`src/rtl/fetch_stage_if.sv`:
```
// Fetch-stage bundle: hazard-unit controls, Execute redirect inputs,
// instruction-memory handshake and the IF/ID register outputs.
interface fetch_stage_if;
  logic [1:0]  PCSrc;
  logic [31:0] PCTargetE;
  logic [31:0] ALUResultE;
  logic        StallF;
  logic        StallD;
  logic        FlushD;
  logic [31:0] InstrF;
  logic        ImemReady;
  logic [31:0] PCF;
  logic [31:0] InstrD;
  logic [31:0] PCD;
  logic [31:0] PCPlus4D;
  logic        ValidD;
  logic        RedirectF;

  // Environment side: Execute, hazard unit and instruction memory.
  modport master (
    output PCSrc, PCTargetE, ALUResultE, StallF, StallD, FlushD, InstrF, ImemReady,
    input  PCF, InstrD, PCD, PCPlus4D, ValidD, RedirectF
  );

  // Fetch stage side.
  modport slave (
    input  PCSrc, PCTargetE, ALUResultE, StallF, StallD, FlushD, InstrF, ImemReady,
    output PCF, InstrD, PCD, PCPlus4D, ValidD, RedirectF
  );
endinterface

```
`src/rtl/fetch_stage.sv`:
```
// Fetch stage: PC register with branch/jalr redirect, stall and memory-wait
// handling, plus the IF/ID pipeline register with bubble/hold control.
module fetch_stage #(
  parameter logic [31:0] RESET_PC  = 32'h0000_0000,
  parameter logic [31:0] NOP_INSTR = 32'h0000_0013
) (
  input  logic          clk,
  input  logic          rst,
  fetch_stage_if.slave  bus
);

  typedef struct packed {
    logic [31:0] instr;
    logic [31:0] pc;
    logic [31:0] pc_plus4;
    logic        valid;
  } ifid_t;

  localparam ifid_t BUBBLE = '{instr: NOP_INSTR, pc: 32'h0, pc_plus4: 32'h0, valid: 1'b0};

  logic        redirect;
  logic [31:0] redirect_target;
  logic [31:0] pc_plus4;
  logic [31:0] pc_d, pc_q;
  ifid_t       ifid_d, ifid_q;

  // Decode the branch select; 11 is reserved and behaves as sequential.
  always_comb begin
    redirect        = 1'b0;
    redirect_target = bus.PCTargetE;
    case (bus.PCSrc)
      2'b01: redirect = 1'b1;
      2'b10: begin
        redirect        = 1'b1;
        redirect_target = {bus.ALUResultE[31:1], 1'b0};
      end
      default: ;
    endcase
  end

  assign pc_plus4 = pc_q + 32'd4;

  // Next PC: a redirect always wins so it is never lost to a stall or memory wait.
  always_comb begin
    pc_d = pc_plus4;
    if (redirect)                           pc_d = redirect_target;
    else if (bus.StallF || !bus.ImemReady)  pc_d = pc_q;
  end

  // Next IF/ID contents: flush/redirect bubble beats stall, stall beats memory wait.
  always_comb begin
    ifid_d = '{instr: bus.InstrF, pc: pc_q, pc_plus4: pc_plus4, valid: 1'b1};
    if (bus.FlushD || redirect) ifid_d = BUBBLE;
    else if (bus.StallD)        ifid_d = ifid_q;
    else if (!bus.ImemReady)    ifid_d = BUBBLE;
  end

  // State registers with synchronous active-low reset.
  // NOTE: non-blocking assignments here so every flop samples the pre-edge values of its peers.
  always_ff @(posedge clk) begin
    if (!rst) begin
      pc_q   <= RESET_PC;
      ifid_q <= BUBBLE;
    end else begin
      pc_q   <= pc_d;
      ifid_q <= ifid_d;
    end
  end

  assign bus.PCF       = pc_q;
  assign bus.InstrD    = ifid_q.instr;
  assign bus.PCD       = ifid_q.pc;
  assign bus.PCPlus4D  = ifid_q.pc_plus4;
  assign bus.ValidD    = ifid_q.valid;
  assign bus.RedirectF = redirect;

endmodule

```
`src/flat_wrapper.sv`:
```
// flat-port wrapper written by rule: the top's interface ports become plain ports
module fetch_stage_flat 
#(
  parameter logic [31:0] RESET_PC  = 32'h0000_0000,
  parameter logic [31:0] NOP_INSTR = 32'h0000_0013
)
  (clk, rst, bus_PCSrc, bus_PCTargetE, bus_ALUResultE, bus_StallF, bus_StallD, bus_FlushD, bus_InstrF, bus_ImemReady, bus_PCF, bus_InstrD, bus_PCD, bus_PCPlus4D, bus_ValidD, bus_RedirectF);
  fetch_stage_if bus_i ();
  input  logic clk;
  input  logic rst;
  input wire logic [$bits(bus_i.PCSrc)-1:0] bus_PCSrc;
  input wire logic [$bits(bus_i.PCTargetE)-1:0] bus_PCTargetE;
  input wire logic [$bits(bus_i.ALUResultE)-1:0] bus_ALUResultE;
  input wire logic [$bits(bus_i.StallF)-1:0] bus_StallF;
  input wire logic [$bits(bus_i.StallD)-1:0] bus_StallD;
  input wire logic [$bits(bus_i.FlushD)-1:0] bus_FlushD;
  input wire logic [$bits(bus_i.InstrF)-1:0] bus_InstrF;
  input wire logic [$bits(bus_i.ImemReady)-1:0] bus_ImemReady;
  output wire logic [$bits(bus_i.PCF)-1:0] bus_PCF;
  output wire logic [$bits(bus_i.InstrD)-1:0] bus_InstrD;
  output wire logic [$bits(bus_i.PCD)-1:0] bus_PCD;
  output wire logic [$bits(bus_i.PCPlus4D)-1:0] bus_PCPlus4D;
  output wire logic [$bits(bus_i.ValidD)-1:0] bus_ValidD;
  output wire logic [$bits(bus_i.RedirectF)-1:0] bus_RedirectF;
  assign bus_i.PCSrc = bus_PCSrc;
  assign bus_i.PCTargetE = bus_PCTargetE;
  assign bus_i.ALUResultE = bus_ALUResultE;
  assign bus_i.StallF = bus_StallF;
  assign bus_i.StallD = bus_StallD;
  assign bus_i.FlushD = bus_FlushD;
  assign bus_i.InstrF = bus_InstrF;
  assign bus_i.ImemReady = bus_ImemReady;
  assign bus_PCF = bus_i.PCF;
  assign bus_InstrD = bus_i.InstrD;
  assign bus_PCD = bus_i.PCD;
  assign bus_PCPlus4D = bus_i.PCPlus4D;
  assign bus_ValidD = bus_i.ValidD;
  assign bus_RedirectF = bus_i.RedirectF;
  fetch_stage #(.RESET_PC(RESET_PC), .NOP_INSTR(NOP_INSTR)) u_core (.clk(clk), .rst(rst), .bus(bus_i));
endmodule
```
`config.mk`:
```
export PLATFORM = sky130hd
export DESIGN_NAME = fetch_stage_flat
export DESIGN_NICKNAME = d
export VERILOG_FILES = /design/src/rtl/fetch_stage_if.sv /design/src/rtl/fetch_stage.sv /design/src/flat_wrapper.sv
export SDC_FILE = /design/constraint.sdc
export NUM_CORES = 1
export LEC_CHECK = 0
export BUFFER_PORTS_ARGS = -buffer_cell sky130_fd_sc_hd__buf_2
export CAP_MARGIN = 15
export CELL_PAD_IN_SITES_DETAIL_PLACEMENT = 0
export CELL_PAD_IN_SITES_GLOBAL_PLACEMENT = 2
export CORE_UTILIZATION = 25
export CTS_BUF_LIST = sky130_fd_sc_hd__clkbuf_2 sky130_fd_sc_hd__clkbuf_4 sky130_fd_sc_hd__clkbuf_8
export DETAILED_ROUTE_END_ITERATION = 16
export PLACE_DENSITY_LB_ADDON = 0.2
export SLEW_MARGIN = 5
export SYNTH_ARGS = -nofsm -noshare
export SYNTH_HDL_FRONTEND = slang
export SYNTH_SLANG_ARGS = --single-unit
```
`constraint.sdc`:
```
create_clock -name clk -period 2 [get_ports clk]
set_clock_uncertainty 0.05 [all_clocks]
set_input_delay 0.2 -clock clk [delete_from_list [all_inputs] [get_ports clk]]
set_output_delay 0.2 -clock clk [all_outputs]
set_load 0.01 [all_outputs]
```
==> summary.txt, run 1 <==
Cells and area
  – Sequential Area: about 0.0026 mm2
  – Area growth, synth to finish: 44.8%
  – Fin nets: roughly 1.1k
  – Multi-input logic area: just over 0.003 mm2
  – Finished Cell Area: around 0.0085 mm2
  – Proportion of layout cells with a drive suffix above 1: 0.388
  – Fill cell count: between 2k and 2.5k
  – N_diodes: 0
  – Util after Layout: 0.372

Floorplan
  – IO Pins: about 230
  – # rows: 55
  – Die height: ~160 um
  – Starting Density: 0.257
  – Die width: about 160 um
  – Die footprint: about 0.024 mm2
  – Core Box Area: roughly 0.023 mm2

Clock tree
  – Worst-Skew Late Latency: between 0.4 and 0.5 ns
  – Clock-pin slew on the worst setup and hold paths: 0.08 ns
  – Clock tree sinks: 127
  – CTS H-tree lvls: 4
  – Root Buffer: clkbuf_8
  – CTS tree: done
  – CTS Buffer Depth: 2
  – Cts bufs inserted: 17

STA
  – RSZ-0062 raised after global routing: yes
  – Fmax: roughly 0.50 GHz
  – WHS: slightly below 0.08 ns
  – Endpoints failing setup: 1
  – Worst slew margin: 0.583
  – Final Critical Period: about 2.0 ns
  – Slew Viols, Final: 0
  – Final hold viol count: 0
  – Final worst slack: -0.00143 ns
  – Slew at the pin with the worst max-slew slack: about 0.62 ns
  – Period utilization: 1.00

Worst setup path
  – Crit path cell chain: nand4_1 -> buf_4 -> or4b_4 -> or4_1 -> a31oi_1
  – R2r startpoint: u_core.bus.PCF[16]
  – Nature of the critical path startpoint: flip-flop
  – Setup CP Type: reg -> reg
  – R2r setup slk: -0.001 ns
  – Slowest Stage Delay on Critical Path: approximately 0.53 ns
  – Slowest cell on the critical path: or4b_4
  – Crit path max fanout: 4
  – CP Capture Type: flip-flop
  – R2R cell count: 5
  – Worst EP arrival: approximately 2.3 ns
  – Reg2Reg Capture Point: u_core.bus.PCF[24]
  – CP required: 2.32 ns
  – Crit. Startpoint: u_core.bus.PCF[16]
  – Crit path capture: u_core.bus.PCF[24]

Hold path
  – Worst min-delay path class: in -> reg

Synthesis
  – EDFF count, synth: 0
  – Synth Area per Inst: 8.52 um2
  – Syn_nets: just under 800
  – Share of the synthesized area in the top cell type: 0.434
  – Compound-Gate Fraction of Synth Area: 0.206
  – Synthesized instance count: just under 700
  – Register bit count reported by yosys: ~130
  – Synth Cell Area: 0.00586 mm2
  – Main combinational cell family by area after synthesis: simple AND/OR/NAND/NOR gates
  – Async S/R FF share, synth: 0
  – Top post-synthesis cells by area: dfxtp_1 43%, a22oi_1 8.3%, nor2_1 5.1%
  – Area leader, netlist: dfxtp_1
  – Post-synthesis sequential area ratio: 0.434
  – Yosys warning count: 0
  – Yosys cell types: 54
  – Adder-cell share of the synthesized area: 0.00427
  – Most common flop cell mapped by yosys: dfxtp_1
  – Simple-Gate Fraction of Synth Area: 0.224
  – Post-Synth XOR/XNOR Area: 0.0314
  – Mux cell area share after synthesis: 0.0470

Global routing
  – Largest net degree at the start of global routing: 69
  – Vias in the first global route: roughly 6.5k
  – First-pass GRT wire length: between 30000 and 40000 um
  – Initial antenna violation count: 1
  – Total congestion overflow: 0
  – Tot GR Track Use: 0.198

Detailed routing
  – DRC Markers: 0
  – DR pass1 iterations: 4
  – Starting DRT DRC Count: slightly above 300
  – Vias/cell: around 5.0
  – WL final: about 24000 um
  – Number of routed nets with antenna violations: 0
  – DR vias: around 6.4k
  – Wire length per cell: roughly 18 um

Placement
  – Final RePlAce weighted congestion: between 0.8 and 0.9
  – IO buf count: about 230
  – Hpwl dp: about 17000 um
  – Setup Slack @ Placement: -0.0315 ns
  – Placed cell area: between 0.007 and 0.008 mm2

Power
  – VDD IR max: between 300 and 400 uV
  – Power Density: roughly 700 mW/mm2
  – Tot Pwr: between 5000 and 6000 uW
  – Leakage: 0.00350 uW

Run status
  – Status: complete, but fails checks
  – Violated checks: negative setup slack

Job
  – Max-Cap Viols: 0
layout make-up:
cell class	count	share of cell area
multi-input cells	487	0.364
clock buffers	18	0.0292
inverters	4	0.00177
repair buffers	333	0.244
well taps	313	0.0462
flip-flops and latches	127	0.302
clock inverters	14	0.0130
metrics by stage:
step | TNS (ns) | cells
global placement | 0 | 1226
detailed placement | -0.0372 | 1226
CTS | 0 | 1293
finish | -0.00143 | 1296
global route | -0.242 | 1296
floorplan | -0.00142 | 687
where the power goes:
part | internal (uW) | switching (uW) | leakage [uW] | total (uW)
logic | 452 | 566 | 0.00230 | 1020
registers | 2620 | 72.8 | 0.00104 | 2690
clock network | 902 | 1170 | 0.000161 | 2070
cell usage in the layout, fill, tap and decap left out, types with 20 or more instances in the layout:
master / n
nand3_1: 26
nand2_1: 48
dlygate4sd3_1: 33
a22oi_1: 65
dfxtp_1: 117
nor2_1: 79
buf_4: 61
buf_2: 232
o21ai_0: 40
mux2_2: 20
cell usage after synthesis (all sizes together), types with 4 or more instances:
master and n:
dfxtp 127, nor2 79, a22oi 65, nand2 50
clkbuf 47, o21ai 41, nand3 28, buf 23
mux2 20, or4 20, nand4 17, a21oi 16
or3 16, a31oi 13, o211ai 11, xnor2 11
xor2 10, a211oi 9, nor2b 8, nor4 7
nor3 6, o31ai 6, and3 5, mux2i 5
o22ai 4, o311ai 4, or2 4
worst min-delay path by stage:
stage | startpoint | end | slack (ns) | cells past startpoint
2_1_floorplan | bus_InstrF[0] | u_core.bus.InstrD[0] | 0.29 | 2
3_3_place_gp | bus_InstrF[1] | u_core.bus.InstrD[1] | 0.37 | 3
3_5_place_dp | bus_InstrF[0] | u_core.bus.InstrD[0] | 0.38 | 3
4_1_cts | rst | u_core.bus.PCF[26] | 0.01 | 3
5_1_grt | rst | u_core.bus.PCF[27] | 0.06 | 3
6_report | rst | u_core.bus.PCF[27] | 0.08 | 3
timing repair:
action	CTS	global route
endpoints found under the setup margin	4	16
hold buffers	33	0
buffers inserted	1	3
pin swaps	5	8
cloned	1	0
hold endpoints to repair	33	0
resized for setup	4	10
logic make-up after synthesis:
group,after synthesis
simple gates,258
flops,127
xor+xnor,21
buf+inv,74
compound gates,180
fa+ha+maj,2
mux,25
flip-flops by register name, summed over array words and instances (netlist names):
register / flops
u_core.bus.InstrD: 32
u_core.bus.PCD: 30
u_core.bus.PCF: 32
u_core.bus.PCPlus4D: 32
u_core.bus.ValidD: 1
worst max-delay path, delay by kind of cell (launching register included):
kind	cells	cell delay, ns
flip-flops	1	0.35
AND/OR/NAND/NOR	3	1.19
AO/OA/AOI/OAI	1	0.16
buffers and inverters	1	0.17
per-layer routing:
| layer | share of wire | track usage | wire (um) |
|---|---|---|---|
| met1 | 0.44 | 0.246 | 10500 |
| met3 | 0.058 | 0.0462 | 1380 |
| met2 | 0.47 | 0.332 | 11200 |
| met5 | 0.00055 | 0 | 13 |
| met4 | 0.025 | 0.0787 | 582 |
Note: power is estimated with default switching activity, not from simulation.
==> run 2: changes to the inputs <==
Settings changed: ABC_AREA set to 1, CORE_UTILIZATION 25 to 23, CTS_CLUSTER_SIZE set to 16.
==> summary.txt, run 2 <==
Worst setup path
  – Crit path max fanout: 27 (+23)
  – Nature of the critical path startpoint: primary input
  – Setup CP Type: in -> reg
  – CP Capture Type: flip-flop
  – Slowest Stage Delay on Critical Path: 0.77 ns (+0.24 ns)
  – Worst EP arrival: 2.11 ns (-0.22 ns)
  – CP required: 2.28 ns (-0.04 ns)
  – R2r setup slk: 0.20 ns (+0.20 ns)
  – Crit path cell chain: dlygate4sd3_1 -> buf_2 -> clkinv_1 -> a31oi_1
  – Slowest cell on the critical path: clkinv_1

Synthesis
  – EDFF count, synth: 0 (unchanged)
  – Post-synthesis sequential area ratio: 0.441 (+0.00678)
  – Async S/R FF share, synth: 0 (unchanged)
  – Synth Area per Inst: 6.88 um2 (-19%)
  – Yosys cell types: 31 (-43%)
  – Register bit count reported by yosys: 127 (unchanged)
  – Most common cell in the netlist: nand2_1
  – Share of the synthesized area in the top cell type: 0.441 (+0.00678)
  – Most common flop cell mapped by yosys: dfxtp_1
  – Synthesized instance count: 838 (+22%)
  – Syn_nets: 944 (+19%)
  – Area leader, netlist: dfxtp_1
  – Synth Cell Area: 0.00577 mm2 (-1.5%)
  – Post-synth top cells: 304 x nand2_1, 127 x dfxtp_1, 113 x a21oi_1
  – Top post-synthesis cells by area: dfxtp_1 44%, nand2_1 20%, a21oi_1 9.8%
  – Yosys warning count: 0 (unchanged)

STA
  – Worst slew margin: 0.281 (-0.302)
  – Slew at the pin with the worst max-slew slack: 1.08 ns (+0.459 ns)
  – RSZ-0062 raised after global routing: no
  – Final hold viol count: 0 (unchanged)
  – Slew Viols, Final: 0 (unchanged)
  – Period utilization: 0.912 (-0.0886)
  – Post-route setup TNS: 0 ns (+0.00143 ns)
  – Fmax: 0.548 GHz (+9.7%)
  – Endpoints failing setup: 0 (-1)
  – Final Critical Period: 1.82 ns (-0.177 ns)

Power
  – Total internal power: 4020 uW (+1.3%)
  – Power Density: 710 mW/mm2 (+4.1%)
  – Leakage: 0.00354 uW (+1.3%)
  – Sw Ratio: 0.303 (-0.0102)
  – Register share of total power: 0.467 (+0.002)
  – VDD IR max: 358 uV (+2.4%)
  – Clock network power share: 0.378 (+0.019)
  – P_sw: 1750 uW (-3.4%)
  – Comb power frac: 0.155 (-0.021)

Cells and area
  – Area growth, synth to finish: 41.0%
  – Finished Cell Area: 0.00813 mm2 (-4.1%)
  – Commonest non-fill, non-tap cell in the layout: nand2_1
  – N_diodes: 0 (unchanged)
  – Proportion of layout cells with a drive suffix above 1: 0.277 (-0.111)
  – Fin nets: 1213 (+13%)
  – Most frequent cells in the layout: 304 x nand2_1, 231 x buf_2, 127 x dfxtp_1, 113 x a21oi_1, 68 x nor2_1
  – Util after Layout: 0.332 (-0.0400)

Detailed routing
  – DR pass1 iterations: 5 (+1)
  – DR vias: 6195 (-3.7%)
  – WL final: 22100 um (-6.7%)
  – Starting DRT DRC Count: 224 (-27%)
  – Number of routed nets with antenna violations: 0 (unchanged)
  – DRC Markers: 0 (unchanged)
  – Vias/cell: 4.29 (-14%)
  – Wire length per cell: 15.3 um (-16%)

Floorplan
  – Starting Density: 0.236 (-0.0214)
  – Core Box Area: 0.0245 mm2 (+7.4%)
  – # rows: 57 (+3.6%)
  – Die height: 160 um (+3.4%)
  – Die footprint: 0.0257 mm2 (+6.9%)
  – IO Pins: 234 (unchanged)
  – Die width: 160 um (+3.4%)

Global routing
  – Initial antenna violation count: 0 (-1)
  – First-pass GRT wire length: 34600 um (-4.9%)
  – Largest net degree at the start of global routing: 93 (+35%)
  – Tot GR Track Use: 0.174 (-0.0249)
  – Total congestion overflow: 0 (unchanged)
  – Vias in the first global route: 6081 (-5.9%)

Clock tree
  – CTS Buffer Depth: 2 (unchanged)
  – CTS H-tree lvls: 4 (unchanged)
  – Cts bufs inserted: 17 (unchanged)
  – Root Buffer: clkbuf_8
  – CTS tree: done
  – Worst-Skew Late Latency: 0.44 ns (about the same)
  – Clock-pin slew on the worst setup and hold paths: 0.08 ns (about the same)
  – Clock tree sinks: 127 (unchanged)
  – Setup Buffers After CTS: 0 (-1)

Placement
  – Hpwl dp: 15400 um (-8.2%)
  – Placed cell area: 0.00740 mm2 (-3.7%)
  – Final RePlAce weighted congestion: 0.720 (-13%)
  – IO buf count: 232 (unchanged)

Job
  – Max-Cap Viols: 0 (unchanged)

Run status
  – Status: finished, final reports clean

Hold path
  – Worst min-delay path class: in -> reg
run 2: cell types whose count changed after synthesis, moves of 13 or more:
cell and change:
or4_1 -20, nand2_1 +254, nand4_1 -17, o22ai_1 +13, clkbuf_1 -22, a22oi_1 -65
or3_1 -16, a21oi_1 +97, mux2_2 -20, inv_1 +48
run 2: area by class of cell:
type                       count  area, um2
multi-input combinational    610       2780
timing repair buffer         296       1820
inverter                      55        209
tap                          324        405
clock inverter                12        113
fill                        2705      16300
sequential                   127       2540
clock buffer                  19        262
run 2: cell families (layout without fill, tap and decap cells):
family,count (synthesis),in the layout,synth area share
AOI/OAI and AO/OA,178,178,0.161
xor gates and xnor gates,15,15,0.0254
adders and majority gates,2,2,0.00434
buffers and inverters,101,382,0.0773
DFF,127,127,0.441
and+or+nand+nor,415,415,0.291
run 2: final timing paths:
check | to | startpoint | depth (start not counted)
max | u_core.bus.PCF[10] | rst | 4
min | u_core.bus.PCF[1] | bus_PCTargetE[1] | 5
max reg2reg | u_core.bus.PCF[16] | u_core.bus.PCF[3] | 8
min reg2reg | u_core.bus.PCPlus4D[6] | u_core.bus.PCPlus4D[6] | 2
run 2: critical path, delay by kind of cell:
family | cells | cell delay [ns]
compound gates | 1 | 0.43
buf+inv | 3 | 1.47
run 2: metal layers:
metal | share of wire | wire [um] | track usage | vias to the layer above
met5 | 0 | 0 | 0 | -
met4 | 0.0065 | 143 | 0.0338 | 0
met3 | 0.049 | 1100 | 0.0439 | 7
met1 | 0.47 | 10500 | 0.224 | 2819
li1 | - | - | - | 3220
met2 | 0.47 | 10400 | 0.292 | 149
run 2: power by group through the flow:
stage	clock network, uW	registers [uW]	logic (uW)
CTS	2280	2700	914
detailed placement	0	2750	855
finish	2180	2690	895
floorplan	0	2780	397
global placement	0	2750	858
global route	2390	2710	997
run 2: timing repair:
action | in CTS | in global routing
endpoints found under the hold margin | 36 | 0
resized for setup | 0 | 0
hold buffers | 35 | 0
run 2: through the flow:
stage	power (uW)	std cells	hold WS (ns)	setup slack, ns
after floorplan	3180	838	0.248	0.370
after global placement	3610	1377	0.370	0.153
after detailed placement	3610	1377	0.375	0.156
after CTS	5890	1443	0.0235	0.148
after global routing	6090	1443	0.0595	0.00776
final	5770	1443	0.0509	0.176
